--- src/rtl/pc_fetch_ctrl.sv ---
// Fetch-stage PC controller: BOOT/RUN/WAIT_MEM sequencing, redirect buffering, delay-slot aware.
// Optional performance counters are enabled by defining PC_FETCH_PERF_CNT_EN.
module pc_fetch_ctrl #(
    parameter logic [31:0] RESET_PC = 32'h0040_0000
) (
    input  logic        clk,
    input  logic        rst_n,
    input  logic        stall,
    input  logic        is_branch,
    input  logic [31:0] branch_pc,
    input  logic        exc_req,
    input  logic [31:0] exc_vector,
    input  logic        imem_ready,
    output logic [31:0] pc_out,
    output logic        imem_req,
    output logic        if_valid,
    output logic        redirect_pending
`ifdef PC_FETCH_PERF_CNT_EN
    ,
    output logic [31:0] redirect_cnt,
    output logic [31:0] stall_cnt
`endif
);

    typedef enum logic [1:0] {
        S_BOOT,
        S_RUN,
        S_WAIT_MEM
    } state_t;

    state_t      r_state;
    logic        r_imem_req;
    logic [31:0] r_pc;
    logic        r_pend_valid;
    logic        r_pend_exc;
    logic [31:0] r_pend_pc;

    logic        w_adv;
    logic        w_non_seq;
    logic [31:0] w_target;
    logic [31:0] w_next_pc;

    assign w_adv = r_imem_req & imem_ready & ~stall;

    // Pending exception and pending branch share one buffer, so "pending" covers both priorities.
    always_comb begin
        // NOTE: every always_comb output gets a default first so no path can infer a latch.
        w_target  = r_pc + 32'd4;
        w_non_seq = 1'b0;
        if (exc_req) begin
            w_target  = exc_vector;
            w_non_seq = 1'b1;
        end else if (r_pend_valid) begin
            w_target  = r_pend_pc;
            w_non_seq = 1'b1;
        end else if (is_branch) begin
            w_target  = branch_pc;
            w_non_seq = 1'b1;
        end
    end

    assign w_next_pc = w_target & 32'hFFFF_FFFC;

    always_ff @(posedge clk) begin
        // NOTE: sequential state uses non-blocking assignments so all registers update from pre-edge values.
        if (!rst_n) begin
            r_state    <= S_BOOT;
            r_imem_req <= 1'b0;
        end else begin
            case (r_state)
                S_BOOT: begin
                    r_state    <= S_RUN;
                    r_imem_req <= 1'b1;
                end
                S_RUN: begin
                    r_imem_req <= 1'b1;
                    if (r_imem_req && !imem_ready)
                        r_state <= S_WAIT_MEM;
                end
                S_WAIT_MEM: begin
                    r_imem_req <= 1'b1;
                    if (imem_ready)
                        r_state <= S_RUN;
                end
                default: begin
                    r_state    <= S_BOOT;
                    r_imem_req <= 1'b0;
                end
            endcase
        end
    end

    // A held stall or memory wait buffers the redirect; an exception overrides a buffered branch.
    always_ff @(posedge clk) begin
        if (!rst_n) begin
            r_pc         <= RESET_PC;
            r_pend_valid <= 1'b0;
            r_pend_exc   <= 1'b0;
            r_pend_pc    <= 32'h0;
        end else if (w_adv) begin
            r_pc         <= w_next_pc;
            r_pend_valid <= 1'b0;
            r_pend_exc   <= 1'b0;
        end else if (exc_req) begin
            r_pend_valid <= 1'b1;
            r_pend_exc   <= 1'b1;
            r_pend_pc    <= exc_vector;
        end else if (is_branch && !(r_pend_valid && r_pend_exc)) begin
            r_pend_valid <= 1'b1;
            r_pend_exc   <= 1'b0;
            r_pend_pc    <= branch_pc;
        end
    end

    assign pc_out           = r_pc;
    assign imem_req         = r_imem_req;
    assign redirect_pending = r_pend_valid;
    assign if_valid         = (r_state != S_BOOT) & imem_ready & ~exc_req
                              & ~(r_pend_valid & r_pend_exc);

`ifdef PC_FETCH_PERF_CNT_EN
    logic [31:0] r_redirect_cnt;
    logic [31:0] r_stall_cnt;

    always_ff @(posedge clk) begin
        if (!rst_n) begin
            r_redirect_cnt <= 32'h0;
            r_stall_cnt    <= 32'h0;
        end else begin
            if (w_adv && w_non_seq)
                r_redirect_cnt <= r_redirect_cnt + 32'd1;
            if ((r_state != S_BOOT) && !w_adv)
                r_stall_cnt <= r_stall_cnt + 32'd1;
        end
    end

    assign redirect_cnt = r_redirect_cnt;
    assign stall_cnt    = r_stall_cnt;
`else
    logic w_unused;
    assign w_unused = w_non_seq;
`endif

endmodule

--- config.mk ---
export PLATFORM = sky130hd
export DESIGN_NAME = pc_fetch_ctrl
export DESIGN_NICKNAME = d
export VERILOG_FILES = /design/src/rtl/pc_fetch_ctrl.sv
export SDC_FILE = /design/constraint.sdc
export NUM_CORES = 1
export LEC_CHECK = 0
export ABC_AREA = 1
export CORE_MARGIN = 2
export CORE_UTILIZATION = 30
export DETAILED_ROUTE_END_ITERATION = 12
export GPL_TIMING_DRIVEN = 0
export PLACE_DENSITY = 0.51
export RECOVER_POWER = 25
export SLEW_MARGIN = 10
export SYNTH_ARGS = -nofsm -noshare
export SYNTH_HDL_FRONTEND = slang
export SYNTH_SLANG_ARGS = --single-unit
export TNS_END_PERCENT = 5
--- constraint.sdc ---
create_clock -name clk -period 1.75 [get_ports clk]
set_clock_uncertainty 0.1 [all_clocks]
set_input_delay 0.175 -clock clk [delete_from_list [all_inputs] [get_ports clk]]
set_output_delay 0.175 -clock clk [all_outputs]
set_load 0.02 [all_outputs]
-- After elaboration in Yosys (flattened, before gate mapping)
Index checks and enable logic that the tools add are counted.
- register bits after elaboration: 67
- input bits: 70
- output and inout port bits: 35
- word-level logic and storage cells: 47
- add/subtract/negate cells: 1
- equal/unequal tests: 4
- mux-type cells: 13
- bitwise operators: 11
- reductions and logical operators: 12
- operators by type and width (operator ; number):
    $mux 32 ; 5
    $add 32x3->32 const B ; 1
    $and 1x1->1 ; 6
    $pmux 2 s3 ; 1
    $mux 1 ; 5
    $not 1->1 ; 5
    $mux 2 ; 2
    $ne 2x2->1 const B ; 2
    $reduce_and 2->1 ; 2
    $reduce_bool 2->1 ; 2
    $logic_and 1x1->1 ; 3
    $reduce_or 3->1 ; 1
    $eq 2x1->1 const B ; 1
    $eq 2x2->1 const B ; 1
    $logic_not 1->1 ; 2
    $logic_not 2->1 ; 1
    $reduce_or 2->1 ; 1

-- Longest topological paths before layout
- word-level depth: 5
- depth in mapped cells: 12
- gate-level depth less buffers: 12

-- Worst setup path after synthesis
Ideal clock, no wire load.
- kind: register to register
- start: register r_pc[2] (netlist: pc_out[2])
- end: register r_pc[28] (netlist: pc_out[28])
- setup time: 0.120 ns
- arrival: 1.539 ns
- data required time: 1.530 ns
- path slack: -0.008 ns
- stages on the path, launching flop included: 13
- path buffers: 0
- clock period less this slack: 1.758 ns
- cell sequence: dfxtp_1 ha_1 nand2_1 nor2_1 nand2_2 nor2_4 nand2_1 nand2_1 nand3_1 nand2_1 nand2_1 nand2_1 a21oi_1
- cells in the longest elaborated chain, start to end: 4
- RTL lines (what ; line ; source):
    start: declaration ; 33 ; logic [31:0] r_pc;
    start signal: assignment ; 101 ; r_pc <= w_next_pc;
    $add 32x3->32 ; 48 ; w_target = r_pc + 32'd4;
    $mux 32 ; 56 ; end else if (is_branch) begin
    $mux 32 ; 53 ; end else if (r_pend_valid) begin
    $mux 32 ; 50 ; if (exc_req) begin
Every way passes these cells.
A chain may end at the register's enable or synchronous reset.

-- Worst setup path after layout
- start: register r_pc[7] (netlist: pc_out[7])
- end: register r_pc[12] (netlist: pc_out[12])
The elaborated chain is that of the path after synthesis.

==> flow_summary.json <==
{
  "layout.cell_area.non_filler_um2": 5810,
  "place_hpwl_um": 12600,
  "placed_cell_area_um2": 5360,
  "finalSetupViolCount": 0,
  "dominantRegCellSynth": "sky130_fd_sc_hd__dfxtp_1",
  "max_freq_ghz": 0.579,
  "cts_sinks": 65,
  "detailroute.via_count": 5155,
  "critical_path_required_ps": 1920,
  "post_synthesis_sequential_area_ratio": 0.313,
  "tritoncts": "done",
  "path_max_fanout": 5,
  "mappedNetlistArea_um2": 4150,
  "antenna_cells": 0,
  "globalRoute.totalOverflow": 0,
  "synthAdderAreaFrac": 0.00301,
  "clk_transition_reported_paths_ps": 50,
  "netlist-cell-type-count": 33,
  "unrepaired_setup_endpoints_after_global_routing": "yes",
  "synthMuxAreaShare": 0,
  "total_leakage_power_nw": 2.38,
  "complex_gate_fraction_of_the_synthesized_area": 0.250,
  "synth_async_sr_flop_share": 0,
  "run_status": "complete, no violations",
  "grt_max_degree": 11,
  "setup_slack_ps": 22.0,
  "worst-setup-path-type": "flip-flop to flip-flop",
  "clk_path_buf_depth": 2,
  "yosys.area_share.xor_xnor": 0.0253,
  "cts-root-buf": "sky130_fd_sc_hd__clkbuf_16",
  "final_antenna_net_count": 0,
  "pwr_density_cell_nw_per_um2": 750,
  "setup.worst_path.end_class": "flip-flop",
  "min_period_over_period": 0.987,
  "synth-warning-count": 0,
  "hold_violations": 0,
  "n_fill_cell": 1467,
  "finish.net_count": 869,
  "min_path_type": "input pin to flip-flop",
  "grt_first_pass_wirelength_um": 27100,
  "first_global_vias": 4983,
  "layout-drive-gt1-share": 0.129,
  "cap_violations": 0,
  "effective_utilization_at_floorplan": 0.310,
  "fin_tns_setup_ps": 0,
  "tightestPinTransition_ps": 705,
  "htree_levels": 3,
  "drt_first_pass_iters": 5,
  "synthCells": 682,
  "portBuffers": 98,
  "numPlacedInstances": 957,
  "floorplan.die.width_um": 122,
  "totalWireLength_um": 17800,
  "cts_hold_repair.buffers": 0,
  "globalplace.congestion": 0.953,
  "overall_die_height_um": 122,
  "ir_drop_mv": 0.446,
  "globalRouteTotalUtil": 0.244,
  "routed_wire_length_per_instance_um": 18.2,
  "max_slew_margin": 0.530,
  "synth_seq_cells": 65,
  "synth.avg_cell_area_um2": 6.09,
  "route.detailed.drc": 0,
  "edff_count_synth": 0,
  "design_power_total_w": 0.00435,
  "area.growth.synth_to_final_pct": 39.9,
  "antenna_violations_before_repair": 0,
  "post-route-min-period_ps": 1730,
  "timing_max_transition_violations_final": 0,
  "crit_path_start_kind": "flip-flop",
  "most-common-layout-cells": "sky130_fd_sc_hd__nand2_1 (184), sky130_fd_sc_hd__nor2_1 (87), sky130_fd_sc_hd__clkdlybuf4s50_1 (83), sky130_fd_sc_hd__a21oi_1 (80), sky130_fd_sc_hd__o21ai_0 (67)",
  "vias_per_cell": 5.28,
  "final_cells": 977,
  "mostFrequentLayoutCell": "sky130_fd_sc_hd__nand2_1",
  "minimum_setup_slack_after_placement_ps": -557,
  "die_area_um2": 14800,
  "num_io_pins": 105,
  "synth_top_family_by_area": "simple AND/OR/NAND/NOR gates",
  "clk_latency_ps": 350,
  "cts-buffers-inserted": 9,
  "crit_arrival_ps": 1900,
  "fp.coreArea_um2": 13400,
  "synthSimpleGateAreaFrac": 0.323,
  "floorplan.rows": 42,
  "dr.first_iter.drc_count": 616
}
cells in the mapped netlist, types with 2 or more instances:
cell | number | share of area
sky130_fd_sc_hd__dfxtp_1 | 65 | 0.31
sky130_fd_sc_hd__buf_4 | 3 | 0.0054
sky130_fd_sc_hd__o21ai_0 | 69 | 0.083
sky130_fd_sc_hd__nor2_2 | 3 | 0.0045
sky130_fd_sc_hd__o21ai_1 | 3 | 0.0036
sky130_fd_sc_hd__a31oi_1 | 27 | 0.041
sky130_fd_sc_hd__nor3_1 | 2 | 0.0024
sky130_fd_sc_hd__nor2_4 | 5 | 0.014
sky130_fd_sc_hd__a21oi_1 | 81 | 0.098
sky130_fd_sc_hd__nand3_1 | 24 | 0.029
sky130_fd_sc_hd__nand3b_1 | 4 | 0.0072
sky130_fd_sc_hd__nor2_1 | 93 | 0.084
sky130_fd_sc_hd__nand2_2 | 3 | 0.0045
sky130_fd_sc_hd__xor2_1 | 7 | 0.015
sky130_fd_sc_hd__o211ai_1 | 7 | 0.013
sky130_fd_sc_hd__xnor2_1 | 5 | 0.011
sky130_fd_sc_hd__buf_2 | 10 | 0.012
sky130_fd_sc_hd__clkbuf_1 | 30 | 0.027
sky130_fd_sc_hd__nand2_1 | 187 | 0.17
sky130_fd_sc_hd__inv_1 | 41 | 0.037
stage by stage:
stage	hold slack (ps)	utilization
6_report	239	0.433
5_1_grt	274	0.433
4_1_cts	331	0.428
3_5_place_dp	351	0.400
3_3_place_gp	348	0.400
2_1_floorplan	227	-
area by class of cell:
| class | count | area, µm² | share of cell area |
|---|---|---|---|
| multi-input combinational | 532 | 2600 | 0.447 |
| sequential | 65 | 1330 | 0.229 |
| timing repair buffer | 104 | 998 | 0.172 |
| clock buffer | 14 | 264 | 0.0455 |
| buffer | 43 | 234 | 0.0403 |
| tap | 176 | 220 | 0.0379 |
| inverter | 43 | 163 | 0.0280 |
metal layers:
metal | routed length [µm] | share of wire | GRT usage
met2 | 7970 | 0.45 | 0.378
met1 | 8030 | 0.45 | 0.336
met4 | 258 | 0.014 | 0.0733
met5 | 0 | 0 | 0
met3 | 1540 | 0.086 | 0.0609
power by group:
group          internal (W)  leakage [nW]  switching (W)
registers           0.00159         0.546       0.000104
logic              0.000397          1.70       0.000557
clock network       0.00102         0.129       0.000681
total               0.00301          2.38        0.00134
worst max-delay path, stage by stage (launching register included):
cell                      delay (ps)
sky130_fd_sc_hd__dfxtp_2         410
sky130_fd_sc_hd__nand2_1         150
sky130_fd_sc_hd__nor2_1          200
sky130_fd_sc_hd__nand2_2         120
sky130_fd_sc_hd__nor2_4          180
sky130_fd_sc_hd__xor2_1          160
sky130_fd_sc_hd__nand2_1          90
sky130_fd_sc_hd__nand3_1          80
sky130_fd_sc_hd__nand2_1          60
sky130_fd_sc_hd__a21oi_1         120
logic make-up after synthesis:
group                      Yosys count
buffers and inverters               86
adders and majority gates            1
and+or+nand+nor                    324
AOI/OAI and AO/OA                  193
other                                1
DFF                                 65
xor gates and xnor gates            12
worst paths after layout:
kind | from | endpoint | slack [ps] | cells after the start
max reg2reg | pc_out[7] | pc_out[12] | 20 | 9
max | pc_out[7] | pc_out[12] | 20 | 9
min reg2reg | r_state[0] | imem_req | 360 | 1
min | exc_req | redirect_pending | 240 | 5
sequential cells by signal, indices dropped and copies added (netlist names):
signal / cells
r_pend_exc: 1
r_pend_pc: 30
pc_out: 30
imem_req: 1
redirect_pending: 1
r_state: 2
repair_timing:
item / 4_1_cts / 5_1_grt
resized for setup: 46 / 54
pin swaps: 5 / 3
buffers inserted: 4 / 2
setup endpoints to repair: 66 / 74
cloned: 0 / 0
No activity file was read; power rests on OpenSTA's default activity.
